File: config.mk
export PLATFORM = sky130hd
export DESIGN_NAME = tx_frame_arbiter
export DESIGN_NICKNAME = d
export VERILOG_FILES = /design/src/rtl/tx_frame_arbiter.sv
export SDC_FILE = /design/constraint.sdc
export NUM_CORES = 1
export LEC_CHECK = 0
export CORE_MARGIN = 4
export CORE_UTILIZATION = 61
export DETAILED_ROUTE_END_ITERATION = 8
export DONT_BUFFER_PORTS = 1
export PLACE_DENSITY = 0.81
export SETUP_SLACK_MARGIN = 0.1
export SYNTH_ARGS = -nofsm -noshare
export SYNTH_HDL_FRONTEND = slang
export SYNTH_SLANG_ARGS = --single-unit
File: constraint.sdc
create_clock -name wclk -period 2.18 [get_ports wclk]
set_clock_uncertainty 0.05 [all_clocks]
set_input_delay 0.654 -clock wclk [delete_from_list [all_inputs] [get_ports wclk]]
set_output_delay 0.654 -clock wclk [all_outputs]
set_load 0.01 [all_outputs]
File: src/rtl/tx_frame_arbiter.sv
// tx_frame_arbiter
// ----------------
// Frame-granular two-requester arbiter owning the write port of the TX byte
// FIFO. Requester 0 is the MAC client data path, requester 1 the control-frame
// generator. A grant is locked for a whole frame (bytes are never interleaved)
// and frames longer than MAX_LEN bytes are truncated: the MAX_LEN-th byte is
// marked last, and the remainder of the source frame is accepted and dropped.
//
// Ports:
//   wclk, wrst              write-domain clock, synchronous active-high reset
//   s0_* / s1_*             requester byte streams (valid/ready/data/last)
//   m_*                     FIFO write port (wvalid/wready/wdata/wlast)
//   grant                   one-hot current owner, 00 when idle
//   busy                    high while a frame is being passed or drained
//   trunc                   one-cycle pulse after a frame has been truncated
//
// Build option:
//   TX_ARB_STRICT_PRIO_EN   when defined, requester 1 always wins a tie in
//                           IDLE; otherwise ties are resolved round-robin.

module tx_frame_arbiter #(
    parameter int MAX_LEN = 1518
) (
    input  logic       wclk,
    input  logic       wrst,
    input  logic       s0_valid,
    output logic       s0_ready,
    input  logic [7:0] s0_data,
    input  logic       s0_last,
    input  logic       s1_valid,
    output logic       s1_ready,
    input  logic [7:0] s1_data,
    input  logic       s1_last,
    output logic       m_valid,
    input  logic       m_ready,
    output logic [7:0] m_data,
    output logic       m_last,
    output logic [1:0] grant,
    output logic       busy,
    output logic       trunc
);

    localparam int CW = $clog2(MAX_LEN + 1);

    typedef enum logic [1:0] {
        IDLE  = 2'd0,
        XFER  = 2'd1,
        DRAIN = 2'd2
    } state_t;

    state_t        state_q, state_d;
    logic [1:0]    grant_q, grant_d;
    logic          last_owner_q, last_owner_d;
    logic [CW-1:0] cnt_q, cnt_d;
    logic          trunc_q, trunc_d;

    logic          sel_s;        // 0: requester 0 owns the port, 1: requester 1
    logic          req_valid_s;
    logic [7:0]    req_data_s;
    logic          req_last_s;
    logic          force_last_s;
    logic          win_s;        // IDLE arbitration result (requester index)

    // Multiplex the granted requester and evaluate the length guard.
    always_comb begin
        sel_s        = grant_q[1];
        req_valid_s  = sel_s ? s1_valid : s0_valid;
        req_data_s   = sel_s ? s1_data  : s0_data;
        req_last_s   = sel_s ? s1_last  : s0_last;
        // Counter holds bytes already sent; this beat would be byte MAX_LEN.
        force_last_s = (cnt_q == CW'(MAX_LEN - 1));
    end

    // Pick the winner of a new frame while idle.
    always_comb begin
`ifdef TX_ARB_STRICT_PRIO_EN
        // Control frames win every tie; a lone s0 request still wins.
        win_s = s1_valid;
`else
        // On a tie the side that did not send the previous frame wins.
        if (s0_valid && s1_valid) begin
            win_s = ~last_owner_q;
        end else begin
            win_s = s1_valid;
        end
`endif
    end

    // Next-state and datapath outputs.
    always_comb begin
        state_d      = state_q;
        grant_d      = grant_q;
        last_owner_d = last_owner_q;
        cnt_d        = cnt_q;
        trunc_d      = 1'b0;
        m_valid      = 1'b0;
        m_data       = 8'h00;
        m_last       = 1'b0;
        s0_ready     = 1'b0;
        s1_ready     = 1'b0;

        case (state_q)
            IDLE: begin
                if (s0_valid || s1_valid) begin
                    grant_d = win_s ? 2'b10 : 2'b01;
                    cnt_d   = '0;
                    state_d = XFER;
                end else begin
                    grant_d = 2'b00;
                end
            end

            XFER: begin
                m_valid  = req_valid_s;
                m_data   = req_data_s;
                m_last   = req_last_s | force_last_s;
                s0_ready = ~sel_s & m_ready;
                s1_ready =  sel_s & m_ready;
                if (req_valid_s && m_ready) begin
                    cnt_d = cnt_q + CW'(1);
                    if (req_last_s) begin
                        // Natural end, including a last exactly on byte MAX_LEN.
                        last_owner_d = sel_s;
                        grant_d      = 2'b00;
                        state_d      = IDLE;
                    end else if (force_last_s) begin
                        // Source frame is still going: cut it and swallow the rest.
                        trunc_d = 1'b1;
                        state_d = DRAIN;
                    end else begin
                        state_d = XFER;
                    end
                end else begin
                    state_d = XFER;
                end
            end

            DRAIN: begin
                // Grant stays held so the tail bytes come from the same source.
                s0_ready = ~sel_s;
                s1_ready =  sel_s;
                if (req_valid_s && req_last_s) begin
                    last_owner_d = sel_s;
                    grant_d      = 2'b00;
                    state_d      = IDLE;
                end else begin
                    state_d = DRAIN;
                end
            end

            default: begin
                grant_d = 2'b00;
                state_d = IDLE;
            end
        endcase
    end

    // State and control registers.
    always_ff @(posedge wclk) begin
        if (wrst) begin
            state_q      <= IDLE;
            grant_q      <= 2'b00;
            last_owner_q <= 1'b1;
            cnt_q        <= '0;
            trunc_q      <= 1'b0;
        end else begin
            state_q      <= state_d;
            grant_q      <= grant_d;
            last_owner_q <= last_owner_d;
            cnt_q        <= cnt_d;
            trunc_q      <= trunc_d;
        end
    end

    assign grant = grant_q;
    assign busy  = (state_q != IDLE);
    assign trunc = trunc_q;

endmodule
==> impl_metrics.csv <==
group,metric,value,unit
setup_path,critPathMaxFanout,2,
setup_path,r2r-start,"state_q[1]",
cells_and_area,drive_gt1_share,32.7,%
yosys,synth_edf_count,0,
floorplan,rows,15,
cells_and_area,syn_to_final_growth,24.0,%
timing,relSlewSlack,68.0,%
setup_path,end_kind,"primary output",
cts,path_clk_slew,0.11,ns
route,via_per_inst,6.43,
grt,grt_pass1_wl,4870,um
pwr,power_density,490,nW/um^2
route,vias,1145,
pwr,combPwrFrac,27.8,%
floorplan,start_util,65.5,%
yosys,synthArstFlopShare,0,%
route,ant_nets,0,
yosys,syn_nets,172,
setup_path,cp_slowest_cell,"dfxtp_2",
cts,htreeDepth,1,
route,drc_errors,0,
pwr,p_clk_share,25.4,%
floorplan,ios,39,
pwr,p_int,460,uW
cts,clk-insertion-delay-late,0.30,ns
pwr,vdd_drop_max,0.350,mV
cts,cts_tree,"yes",
route,wirelength,3100,um
timing,setup-tns-final,0,ns
hold_path,min-delay-start,"wrst",
hold_path,hp-class,"in2reg",
floorplan,die_w,51.3,um
setup_path,crit_path_cell_trace,"inv_2 -> ha_4 -> nand4_1 -> nor4_4 -> nor2_1 -> nor2_2",
placed_design,dp.final_hpwl,1970,um
cts,cts_hold_buf,0,
grt,gr-total-overflow,0,
pwr,p_switching,235,uW
cells_and_area,fin_cells,178,
route,dr.pass1.iters,4,
yosys,synth_area,1140,sq um
timing,finalWorstSetupSlack,0.0924,ns
cells_and_area,fillers,108,
setup_path,crit_required,1.48,ns
pwr,total_power,695,uW
timing,hold_viol,0,
yosys,ys_seq_elements,17,
grt,grt_max_degree,11,
cts,cts_buffers,3,
yosys,syn_avg_cell_area,8.00,sq um
placed_design,dp_cells,164,
floorplan,fp.coreArea,1750,sq um
setup_path,worstSetupPathType,"reg2out",
timing,fmax,0.479,GHz
timing,finalSetupViolCount,0,
timing,rsz0062_at_grt,"yes",
grt,grt_pass1_vias,1107,
setup_path,cpPeakStageDelay,0.34,ns
setup_path,worstPathArrival,1.38,ns
cts,cts_root_buf,"clkbuf_4",
route,wl_per_cell,17.4,um
route,drtIter0Drc,31,
yosys,ys_types,37,
grt,grt_usage,24.0,%
grt,antenna_found_initial,0,
placed_design,dp_slack,0.195,ns
outcome,run_status,"complete, no violations",
cts,clockBufferDepth,2,
timing,fin_crit_sh,95.8,%
placed_design,portBuffers,0,
cells_and_area,layout_common_cells,"12 x a21oi_1, 12 x buf_4, 11 x nor2_4, 11 x nand2_1, 9 x mux2i_1",
pwr,seqPwrFrac,46.8,%
setup_path,start_kind,"register",
yosys,syn_inst,143,
timing,worstMarginPinSlew,0.466,ns
placed_design,place_congestion,0.814,
yosys,ys.flop_type,"dfxtp_1",
cells_and_area,antenna_cells,0,
setup_path,startpoint,"cnt_q[1]",
flow_run,maxCapViolations,0,
placed_design,place_area,1160,sq um
yosys,synth_warnings,0,
cts,cts_sinks,17,
yosys,synth_seq_area_share,29.8,%
cells_and_area,finalInstanceArea,1420,sq um
pwr,p_leak,0.000484,uW
floorplan,die_y,51.3,um
cells_and_area,nets,183,
timing,post-route-min-period,2.09,ns
timing,slew_violations,0,
pwr,switching_share,33.8,%
floorplan,dieArea,2630,sq um
[worst paths after layout]
check,to,slack [ns],cells past startpoint
max,m_last,0.09,6
min,cnt_q[0],0.35,1
max reg2reg,cnt_q[9],0.22,7
min reg2reg,cnt_q[7],0.44,2
[timing repair]
item,4_1_cts,5_1_grt
pin swaps,1,3
resized for setup,31,17
endpoints found under the setup margin,12,12
setup buffers,7,3
[layout make-up]
class,count,area [sq um],share of cell area [%]
Inverter,6,26.3,1.85
Clock inverter,1,5.00,0.353
Sequential cell,17,357,25.2
Clock buffer,3,22.5,1.59
Timing Repair Buffer,13,95.1,6.71
Tap cell,25,31.3,2.21
Multi-Input combinational cell,113,881,62.1
[cell families after synthesis]
logic type      after synthesis  synth area share [%]
xor+xnor                      1                 0.766
buf+inv                      13                  5.36
fa+ha+maj                     6                  6.56
simple gates                 61                  27.1
mux                          11                  10.2
compound gates               34                  20.2
flops                        17                  29.8
[worst max-delay path, delay by kind of cell (launching register included)]
kind,cells,cell delay [ns]
fa+ha+maj,1,0.11
buf+inv,1,0.06
flops,1,0.34
simple gates,4,0.58
[power groups by stage]
stage / Sequential, uW / Clock, uW / Combinational (uW)
after global routing: 327 / 188 / 207
after global placement: 332 / 0 / 127
after detailed placement: 332 / 0 / 130
final: 325 / 176 / 193
after floorplan: 329 / 0 / 116
after CTS: 325 / 176 / 160
[sequential cells by signal, indices dropped and copies added, names as in the netlist]
signal,cells
grant,2
state_q,2
last_owner_q,1
trunc,1
cnt_q,11
[per-stage QoR]
stage	util, %	hold slack, ns
finish	81.2	0.354
global placement	66.4	0.428
detailed placement	66.4	0.438
floorplan	-	0.408
global route	81.2	0.348
CTS	75.5	0.355
[routing by layer]
metal,up-vias,global-route usage (%),part of all wire [%]
met2,56,41.2,48
met5,-,0,0
li1,538,-,-
met4,0,10.5,1.3
met3,4,4.66,9.7
met1,547,28.9,41
[Yosys cell counts (3+ instances only)]
cell type	n	area share [%]
nor2_1	20	6.6
dfxtp_1	17	30
a21oi_1	12	5.3
nand2_1	11	3.6
mux2i_1	9	7.9
o21ai_0	8	3.5
or3_1	8	4.4
ha_1	6	6.6
inv_1	6	2.0
a21o_1	4	2.6
and3_1	4	2.2
buf_4	3	2.0
clkbuf_1	3	0.98
nand4_1	3	1.6
Note: power is estimated with default switching activity, not from simulation.
